<file path="src/rtl/gpu_pkg.sv">
// Shared dispatcher types: FSM state encoding, block-index / thread-count widths, popcount helper.
package gpu_pkg;

   localparam int unsigned BLK_IDX_W = 8;
   localparam int unsigned THR_CNT_W = 8;

   typedef enum logic [1:0] {
      S_IDLE = 2'd0,
      S_RUN  = 2'd1,
      S_DONE = 2'd2
   } disp_state_t;

   // Number of set bits in a (zero-extended) core mask.
   function automatic logic [BLK_IDX_W-1:0] popcount32(input logic [31:0] v);
      logic [BLK_IDX_W-1:0] cnt;
      cnt = '0;
      for (int i = 0; i < 32; i++) begin
         cnt = cnt + BLK_IDX_W'(v[i]);
      end
      return cnt;
   endfunction

endpackage

</file>
<file path="src/rtl/dispatch_arbiter.sv">
// Combinational lowest-index-first selector over eligible cores (one-hot grant + valid).
module dispatch_arbiter #(
   parameter int unsigned N = 2
) (
   input  logic [N-1:0] i_req,
   output logic [N-1:0] o_grant_c,
   output logic         o_valid_c
);

   // First set request bit wins.
   always_comb begin
      o_grant_c = '0;
      o_valid_c = 1'b0;
      for (int i = 0; i < int'(N); i++) begin
         if (i_req[i] && !o_valid_c) begin
            o_grant_c[i] = 1'b1;
            o_valid_c    = 1'b1;
         end
      end
   end

endmodule

</file>
<file path="src/rtl/block_dispatcher.sv">
// Kernel block dispatcher: splits thread_count into blocks and hands them to free cores,
// recycling cores on done and raising done when every block has completed.
// Optional macro DISPATCH_PERF_EN builds the saturating busy_cycles counter (else constant 0).
module block_dispatcher
   import gpu_pkg::*;
#(
   parameter  int unsigned NUM_CORES         = 2,
   parameter  int unsigned THREADS_PER_BLOCK = 4,
   localparam int unsigned TCW               = $clog2(THREADS_PER_BLOCK) + 1
) (
   input  logic                           clk,
   input  logic                           reset,
   input  logic                           start,
   input  logic [THR_CNT_W-1:0]           thread_count,
   input  logic [NUM_CORES-1:0]           core_done,
   output logic [NUM_CORES-1:0]           core_start,
   output logic [NUM_CORES-1:0]           core_reset,
   output logic [NUM_CORES*BLK_IDX_W-1:0] core_block_id,
   output logic [NUM_CORES*TCW-1:0]       core_thread_count,
   output logic                           done,
   output logic [31:0]                    busy_cycles
);

   localparam int unsigned TPB_SHIFT = $clog2(THREADS_PER_BLOCK);

   disp_state_t                    r_state,        w_state_nxt;
   logic [BLK_IDX_W-1:0]           r_total_blocks, w_total_blocks_nxt;
   logic [BLK_IDX_W-1:0]           r_blocks_disp,  w_blocks_disp_nxt;
   logic [BLK_IDX_W-1:0]           r_blocks_done,  w_blocks_done_nxt;
   logic [THR_CNT_W-1:0]           r_thread_count, w_thread_count_nxt;
   logic [NUM_CORES-1:0]           r_core_start,   w_core_start_nxt;
   logic [NUM_CORES-1:0]           r_core_reset,   w_core_reset_nxt;
   logic [NUM_CORES*BLK_IDX_W-1:0] r_block_id,     w_block_id_nxt;
   logic [NUM_CORES*TCW-1:0]       r_thr_cnt,      w_thr_cnt_nxt;
   logic                           r_done,         w_done_nxt;

   logic [NUM_CORES-1:0] w_req;
   logic [NUM_CORES-1:0] w_grant;
   logic                 w_grant_valid;
   logic [NUM_CORES-1:0] w_complete;
   logic [8:0]           w_tot9;
   logic [15:0]          w_rem;
   logic [TCW-1:0]       w_blk_cnt;

   // Free cores are eligible only while blocks remain to be handed out.
   assign w_req = (r_state == S_RUN && r_blocks_disp < r_total_blocks) ? r_core_reset : '0;

   // Cores finishing this edge: only those actually running a block.
   assign w_complete = r_core_start & core_done;

   // ceil(thread_count / TPB) with 9-bit headroom.
   assign w_tot9 = (9'(thread_count) + 9'(THREADS_PER_BLOCK - 1)) >> TPB_SHIFT;

   // Thread count for the block being dispatched; the last block gets the remainder.
   assign w_rem     = 16'(r_thread_count) - (16'(r_blocks_disp) * 16'(THREADS_PER_BLOCK));
   assign w_blk_cnt = (r_blocks_disp == r_total_blocks - 8'd1) ? TCW'(w_rem)
                                                               : TCW'(THREADS_PER_BLOCK);

   dispatch_arbiter #(
      .N (NUM_CORES)
   ) u_arb (
      .i_req     (w_req),
      .o_grant_c (w_grant),
      .o_valid_c (w_grant_valid)
   );

   // Next-state and next-output logic for the dispatcher FSM.
   always_comb begin
      w_state_nxt        = r_state;
      w_total_blocks_nxt = r_total_blocks;
      w_blocks_disp_nxt  = r_blocks_disp;
      w_blocks_done_nxt  = r_blocks_done;
      w_thread_count_nxt = r_thread_count;
      w_core_start_nxt   = r_core_start;
      w_core_reset_nxt   = r_core_reset;
      w_block_id_nxt     = r_block_id;
      w_thr_cnt_nxt      = r_thr_cnt;
      w_done_nxt         = r_done;

      case (r_state)
         S_IDLE: begin
            if (start) begin
               w_state_nxt        = S_RUN;
               w_total_blocks_nxt = 8'(w_tot9);
               w_thread_count_nxt = thread_count;
               w_blocks_disp_nxt  = '0;
               w_blocks_done_nxt  = '0;
            end
         end
         S_RUN: begin
            w_core_start_nxt  = r_core_start & ~w_complete;
            w_core_reset_nxt  = r_core_reset | w_complete;
            w_blocks_done_nxt = r_blocks_done + popcount32(32'(w_complete));
            if (w_grant_valid) begin
               for (int i = 0; i < int'(NUM_CORES); i++) begin
                  if (w_grant[i]) begin
                     w_core_reset_nxt[i]                       = 1'b0;
                     w_core_start_nxt[i]                       = 1'b1;
                     w_block_id_nxt[i*BLK_IDX_W +: BLK_IDX_W]  = r_blocks_disp;
                     w_thr_cnt_nxt[i*TCW +: TCW]               = w_blk_cnt;
                  end
               end
               w_blocks_disp_nxt = r_blocks_disp + 8'd1;
            end
            if (w_blocks_done_nxt == r_total_blocks) begin
               w_state_nxt = S_DONE;
               w_done_nxt  = 1'b1;
            end
         end
         S_DONE: begin
            if (!start) begin
               w_state_nxt = S_IDLE;
               w_done_nxt  = 1'b0;
            end
         end
         default: begin
            w_state_nxt = S_IDLE;
            w_done_nxt  = 1'b0;
         end
      endcase
   end

   // State and output registers; reset holds every core in reset.
   always_ff @(posedge clk or posedge reset) begin
      if (reset) begin
         r_state        <= S_IDLE;
         r_total_blocks <= '0;
         r_blocks_disp  <= '0;
         r_blocks_done  <= '0;
         r_thread_count <= '0;
         r_core_start   <= '0;
         r_core_reset   <= '1;
         r_block_id     <= '0;
         r_thr_cnt      <= '0;
         r_done         <= 1'b0;
      end else begin
         r_state        <= w_state_nxt;
         r_total_blocks <= w_total_blocks_nxt;
         r_blocks_disp  <= w_blocks_disp_nxt;
         r_blocks_done  <= w_blocks_done_nxt;
         r_thread_count <= w_thread_count_nxt;
         r_core_start   <= w_core_start_nxt;
         r_core_reset   <= w_core_reset_nxt;
         r_block_id     <= w_block_id_nxt;
         r_thr_cnt      <= w_thr_cnt_nxt;
         r_done         <= w_done_nxt;
      end
   end

`ifdef DISPATCH_PERF_EN
   logic [31:0] r_busy;

   // Saturating count of RUN edges; cleared at launch, held in IDLE/DONE.
   always_ff @(posedge clk or posedge reset) begin
      if (reset) begin
         r_busy <= '0;
      end else if (r_state == S_IDLE && start) begin
         r_busy <= '0;
      end else if (r_state == S_RUN && r_busy != 32'hFFFF_FFFF) begin
         r_busy <= r_busy + 32'd1;
      end
   end

   assign busy_cycles = r_busy;
`else
   assign busy_cycles = '0;
`endif

   assign core_start        = r_core_start;
   assign core_reset        = r_core_reset;
   assign core_block_id     = r_block_id;
   assign core_thread_count = r_thr_cnt;
   assign done              = r_done;

endmodule
</file>
<file path="config.mk">
export PLATFORM = sky130hd
export DESIGN_NAME = block_dispatcher
export DESIGN_NICKNAME = d
export VERILOG_FILES = /design/src/rtl/gpu_pkg.sv /design/src/rtl/dispatch_arbiter.sv /design/src/rtl/block_dispatcher.sv
export SDC_FILE = /design/constraint.sdc
export NUM_CORES = 1
export LEC_CHECK = 0
export CAP_MARGIN = 40
export CORE_ASPECT_RATIO = 0.9
export CORE_MARGIN = 5
export CORE_UTILIZATION = 48
export CTS_CLUSTER_SIZE = 10
export DETAILED_ROUTE_END_ITERATION = 6
export HOLD_SLACK_MARGIN = 0.1
export PLACE_DENSITY = 0.78
export SYNTH_ARGS = -nofsm -noshare
export SYNTH_HDL_FRONTEND = slang
export SYNTH_SLANG_ARGS = --single-unit
</file>
<file path="constraint.sdc">
create_clock -name clk -period 3.7 [get_ports clk]
set_input_delay 0.37 -clock clk [delete_from_list [all_inputs] [get_ports clk]]
set_output_delay 0.37 -clock clk [all_outputs]
set_load 0.01 [all_outputs]
</file>
-- Word-level counts from Yosys, hierarchy flattened
Index checks and enable logic that the tools add are counted.
- output and inout port bits: 59
- bits in latches: 0
- bits in writable memories: 0
- memories: 0
- input port bits: 13
- bits in registers: 55
- word-level logic and storage cells: 66
- bits in read-only memories: 0
- divide/modulo/power cells: 0
- shifts and indexed selects: 0
- magnitude comparators: 1
- $add $sub $neg: 6
- bitwise logic cells: 5
- mux-type cells: 22
- reduce and logical (&&, ||, !) cells: 12
- eq/ne operators: 8
- multiply operators: 0
- operator list (kind ; count):
    one-hot mux 8 bit (2 select lines) ; 2
    two-way mux 8 bit ; 2
    AND reduction 3 bit ; 5
    two-way mux 2 bit ; 6
    adder 8 x 2 -> 9 bit (second input constant) ; 1
    two-way mux 1 bit ; 9
    adder 8 x 1 -> 8 bit (second input constant) ; 1
    adder 8 x 2 -> 8 bit ; 1
    == test 8 x 7 -> 1 bit ; 1
    == test 8 bit ; 1
    less-than comparator 8 x 7 -> 1 bit ; 1
    subtractor 7 x 1 -> 8 bit (second input constant) ; 1
    one-hot mux 2 bit (3 select lines) ; 1
    bitwise AND 2 bit ; 2
    != test 2 x 1 -> 1 bit (second input constant) ; 2
    != test 2 bit (second input constant) ; 2
    AND reduction 2 bit ; 2
    two-way mux 3 bit ; 1
    one-hot mux 1 bit (3 select lines) ; 1
    subtractor 3 bit ; 1
    adder 1 x 1 -> 2 bit ; 1
    == test 2 x 1 -> 1 bit (second input constant) ; 1
    == test 2 bit (second input constant) ; 1
    logical AND 1 bit ; 2
    6 further kinds ; 6

-- Longest topological paths before layout
- depth after elaboration: 9
- mapped depth: 10
- mapped depth without buffers: 10

-- Hierarchy
From an unflattened synthesis, not the netlist that was laid out.
- cells, all modules: 369
- area, all modules: 3264.4 um2
- by module, submodules not included (module ; seq. area each (um2) ; instances ; cells an instance ; area an instance (um2)):
    block_dispatcher ; 1378.8 ; 1 ; 366 ; 3244.4
    dispatch_arbiter ; 0.0 ; 1 ; 3 ; 20.0

-- Worst setup path before layout
No wires, ideal clock.
- path type: reg-to-reg
- from: register r_total_blocks[6]
- to: register r_thr_cnt[5], in the netlist core_thread_count[5]
- setup time: 0.125 ns
- stages on the path, launching flop included: 9
- path slack: 1.209 ns
- arrival: 2.367 ns
- period minus slack after synthesis: 2.491 ns
- path buffers: 2
- cell sequence: dfrtp_1 -> inv_1 -> ha_1 -> or4b_4 -> a221oi_4 -> and4b_1 -> clkbuf_1 -> buf_2 -> mux2_2
- word-level cells in the longest chain between the ends: 8
- elaborated cells between the ends (all ways): 12
- those cells by class: add/sub (1); order compare (1); eq/ne (1); mux (5); reduce/logical (4)
- RTL lines (item ; line ; text):
    start, declared ; block_dispatcher.sv:27 ; logic [BLK_IDX_W-1:0] r_total_blocks, w_total_blocks_nxt;
    start signal, assigned ; block_dispatcher.sv:138 ; r_total_blocks <= w_total_blocks_nxt;
    less-than comparator 8 x 7 -> 1 bit ; block_dispatcher.sv:46 ; assign w_req = (r_state == S_RUN && r_blocks_disp < r_total_blocks) ? r_core_reset : '0;
    logical AND 1 bit ; block_dispatcher.sv:46 ;
    two-way mux 2 bit ; block_dispatcher.sv:46 ;
    two-way mux 1 bit ; dispatch_arbiter.sv:15 ; if (i_req[i] && !o_valid_c) begin
    zero test 1 bit ; dispatch_arbiter.sv:15 ;
    logical AND 1 bit ; dispatch_arbiter.sv:15 ;
    two-way mux 1 bit ; dispatch_arbiter.sv:15 ;
    AND reduction 3 bit (no line) ; - ;
    end signal, assigned ; block_dispatcher.sv:145 ; r_thr_cnt <= w_thr_cnt_nxt;
    end, declared ; block_dispatcher.sv:34 ; logic [NUM_CORES*TCW-1:0] r_thr_cnt, w_thr_cnt_nxt;
Several ways; a longest one is shown, not always the timed one.
A chain may end at the register's enable or synchronous reset.

-- Final worst setup path
- from: register r_total_blocks[6]
- to: register r_block_id[14], in the netlist core_block_id[14]
- word-level cells in the longest chain between the ends: 8
- elaborated cells between the ends (all ways): 9
- those cells by class: order compare (1); mux (4); reduce/logical (4)
- RTL lines (item ; line ; text):
    less-than comparator 8 x 7 -> 1 bit (*) ; block_dispatcher.sv:46 ;
    logical AND 1 bit (*) ; block_dispatcher.sv:46 ;
    two-way mux 2 bit (*) ; block_dispatcher.sv:46 ;
    two-way mux 1 bit ; dispatch_arbiter.sv:15 ;
    zero test 1 bit ; dispatch_arbiter.sv:15 ;
    logical AND 1 bit ; dispatch_arbiter.sv:15 ;
    two-way mux 1 bit ; dispatch_arbiter.sv:15 ;
    AND reduction 3 bit (no line) (*) ; - ;
    end signal, assigned ; block_dispatcher.sv:144 ; r_block_id <= w_block_id_nxt;
    end, declared ; block_dispatcher.sv:33 ; logic [NUM_CORES*BLK_IDX_W-1:0] r_block_id, w_block_id_nxt;
Every way passes the cells marked *; elsewhere a longest branch is shown, timed or not.

==> impl_metrics.csv <==
group,metric,value,unit
setup_path,path_class,"register to register",
sta,max_freq,366,MHz
pwr,power.total,2230,uW
sta,hold_viol,0,
synth,synth_seq_cells,55,
setup_path,end_kind,"register",
pwr,combPwrFrac,44.8,%
floorplan,rows,28,
pwr,p_sw_share,42.2,%
run,drv_cap,0,
synth,synthTopCellsByCount,"53 x dfrtp_1, 45 x nand2_1, 32 x buf_4, 22 x o21ai_0, 18 x inv_1",
pwr,p_seq_share,39.8,%
cts,cts_root_buf,"clkbuf_8",
global_routing,antenna_found_initial,0,
floorplan,die-area,0.00834,mm2
synth,post-synth-top-area-cell,"dfrtp_1",
global_routing,grt_pass1_vias,2317,
cts,htreeDepth,2,
global_routing,overflow,0,
place,gp_congestion,0.892,
setup_path,critPathLaunchType,"register",
global_routing,grtUsageTotal,17.1,%
cts,cts_resized,0,
detailed_routing,drtPass1Iterations,4,
sta,slew_violations,0,
sta,finalCritPeriodShare,73.8,%
cts,clk_pin_slew_worst_paths,0.10,ns
floorplan,coreArea,0.00652,mm2
pwr,p_sw,943,uW
pwr,p_leak,0.00166,uW
detailed_routing,wl_per_cell,14.9,um
floorplan,fp.dieW,95.7,um
status,status,"finished, final reports clean",
pwr,irDropWorstVdd,218,uV
pwr,clkPwrFrac,15.5,%
synth,async_reset_ff_share,100,%
synth,netlist.area_leader.share,41.8,%
setup_path,crit_required,3.91,ns
place,preCtsSetupSlack,0.804,ns
floorplan,start_util,48.7,%
detailed_routing,dr.first_iter.drc_count,102,
cts,postCtsSetupRepairBufs,0,
synth,yosysMostFrequentCell,"dfrtp_1",
global_routing,grt_max_degree,29,
sta,setup_violations,0,
sta,slew_headroom,45.4,%
sta,tns,0,ns
cells_and_area,layout.nets,393,
global_routing,grt_pass1_wl,11.2,mm
sta,max_slew.worst_pin.slew,0.811,ns
detailed_routing,drc,0,
synth,syn_area,0.00317,mm2
place,port_buffers,39,
setup_path,path_buf_inv,1,
cts,ctsHoldBuffers,0,
pwr,p_per_area,614,mW/mm2
cells_and_area,drive_gt1_share,8.65,%
cts,cts_made_buffers,5,
worst_hold_path,hold_path.class,"primary input to asynchronous set/reset pin",
detailed_routing,route.final.wire_length,6.86,mm
floorplan,die_h,87.1,um
sta,skew,0.00392,ns
setup_path,cp.arrival,2.94,ns
cts,clkSinkCount,55,
floorplan,io-pin-count,72,
cts,clock_latency,0.31,ns
place,place_hpwl,5.25,mm
detailed_routing,ant_nets,0,
cells_and_area,syn_to_final_growth,14.7,%
setup_path,crit_fanout,15,
detailed_routing,num_vias,2434,
detailed_routing,vias_per_cell,5.29,
synth,synth_area_leaders,"dfrtp_1 42%, buf_4 7.6%, nand2_1 5.3%, mux2_2 4.6%, ha_1 3.9%",
synth,yosysWarnings,0,
synth,synth_enable_flop_cells,0,
synth,synth_ff_type,"dfrtp_1",
setup_path,path_cells,"inv_1 -> ha_1 -> or4b_4 -> a221oi_4 -> and4b_1 -> mux2_2",
cts,cts_buffer_depth,2,
cts,cts_tree,"built",
synth,synthDistinctLibCells,47,
synth,syn_avg_cell_area,9.55,um2
pwr,internal-power,1290,uW
sta,layout_min_cycle_time,2.73,ns
sta,rsz0062_at_grt,"no",
synth,ys_seq_area_share,43.5,%
setup_path,path_delay_family,"simple AND/OR/NAND/NOR gates",
setup_path,max_stage_delay,0.68,ns
sta,finalWorstSetupSlack,0.971,ns
setup_path,slowest_stage,"and4b_1",
synth,synthCells,332,
cells_and_area,antenna_cells,0,
## through the flow
| step | utilization (%) | area, um2 | hold slack [ns] | std cells |
|---|---|---|---|---|
| floorplan | - | 3290 | 0.466 | 363 |
| global placement | 54.0 | 3520 | 0.465 | 450 |
| detailed placement | 54.4 | 3550 | 0.470 | 452 |
| CTS | 55.8 | 3640 | 0.339 | 460 |
| global route | 55.8 | 3640 | 0.358 | 460 |
| finish | 55.8 | 3640 | 0.332 | 460 |
## placed cells by master (no fill, tap or decap), types with 5 or more instances in the layout
cell             netlist  routed
a21oi_1                9       9
a31oi_1                6       6
clkbuf_8               0       5
clkdlybuf4s50_1        0      39
conb_1                 1      32
dfrtp_1               53      53
ha_1                  10      10
inv_1                 18      17
mux2_2                13      13
nand2_1               45      45
nand3_1                9       9
nand4_1                5       5
nor2_1                11      11
nor2b_1                5       5
nor3_1                 5       5
o21ai_0               22      22
o22ai_1                7       7
o31ai_1                6       6
xnor2_1               14      14
xor2_1                10      10
## power groups by stage
| stage | Sequential, uW | Combinational (uW) | Clock, uW |
|---|---|---|---|
| floorplan | 849 | 750 | 0 |
| global placement | 891 | 958 | 0 |
| detailed placement | 896 | 1000 | 0 |
| CTS | 885 | 1010 | 353 |
| global route | 911 | 1110 | 377 |
| finish | 889 | 1000 | 345 |
## cells by family after synthesis
| family | Yosys count | synth area share [%] |
|---|---|---|
| AND/OR/NAND/NOR | 100 | 15.6 |
| AO/OA/AOI/OAI | 63 | 12.8 |
| buffers and inverters | 62 | 11.2 |
| flip-flops | 55 | 43.5 |
| XOR/XNOR | 24 | 6.63 |
| multiplexers | 16 | 5.64 |
| adder cells (fa/ha/maj) | 11 | 4.58 |
| other | 1 | 0.118 |
## metal layers
metal | wire [um] | global-route usage (%)
met5 | 0 | 0
met4 | 91 | 5.81
met2 | 3150 | 26.9
met1 | 3160 | 23.5
met3 | 465 | 3.54
## final timing paths
| kind | endpoint | cells after the start | slack, ns | startpoint |
|---|---|---|---|---|
| max reg2reg | core_block_id[14]$_DFFE_PP0P_ | 6 | 0.97 | r_total_blocks[6]$_DFFE_PP0P_ |
| max in group asynchronous | core_reset[0]$_DFFE_PP1P_ | 3 | 2.83 | reset |
| min | core_block_id[15]$_DFFE_PP0P_ | 2 | 0.33 | reset |
| min in group clk | core_block_id[7]$_DFFE_PP0P_ | 1 | 0.49 | core_block_id[7]$_DFFE_PP0P_ |
| max | core_block_id[14]$_DFFE_PP0P_ | 6 | 0.97 | r_total_blocks[6]$_DFFE_PP0P_ |
| min reg2reg | core_block_id[7]$_DFFE_PP0P_ | 1 | 0.49 | core_block_id[7]$_DFFE_PP0P_ |
## sequential cells by signal, indices dropped and copies added, names as in the netlist
register and cells:
core_block_id 16, core_reset 2, core_start 2, core_thread_count 6
done 1, r_blocks_disp 8, r_blocks_done 8, r_state 2
r_thread_count 3, r_total_blocks 7
## layout make-up
cell class              count  area (um2)
fillers                   592        2880
multi-input cells         246        1560
flip-flops and latches     55        1380
repair buffers             43         433
well taps                  90         113
clock buffers               5        68.8
inverters                  18        67.6
clock inverters             3        22.5
(Power assumes the default switching activity.)
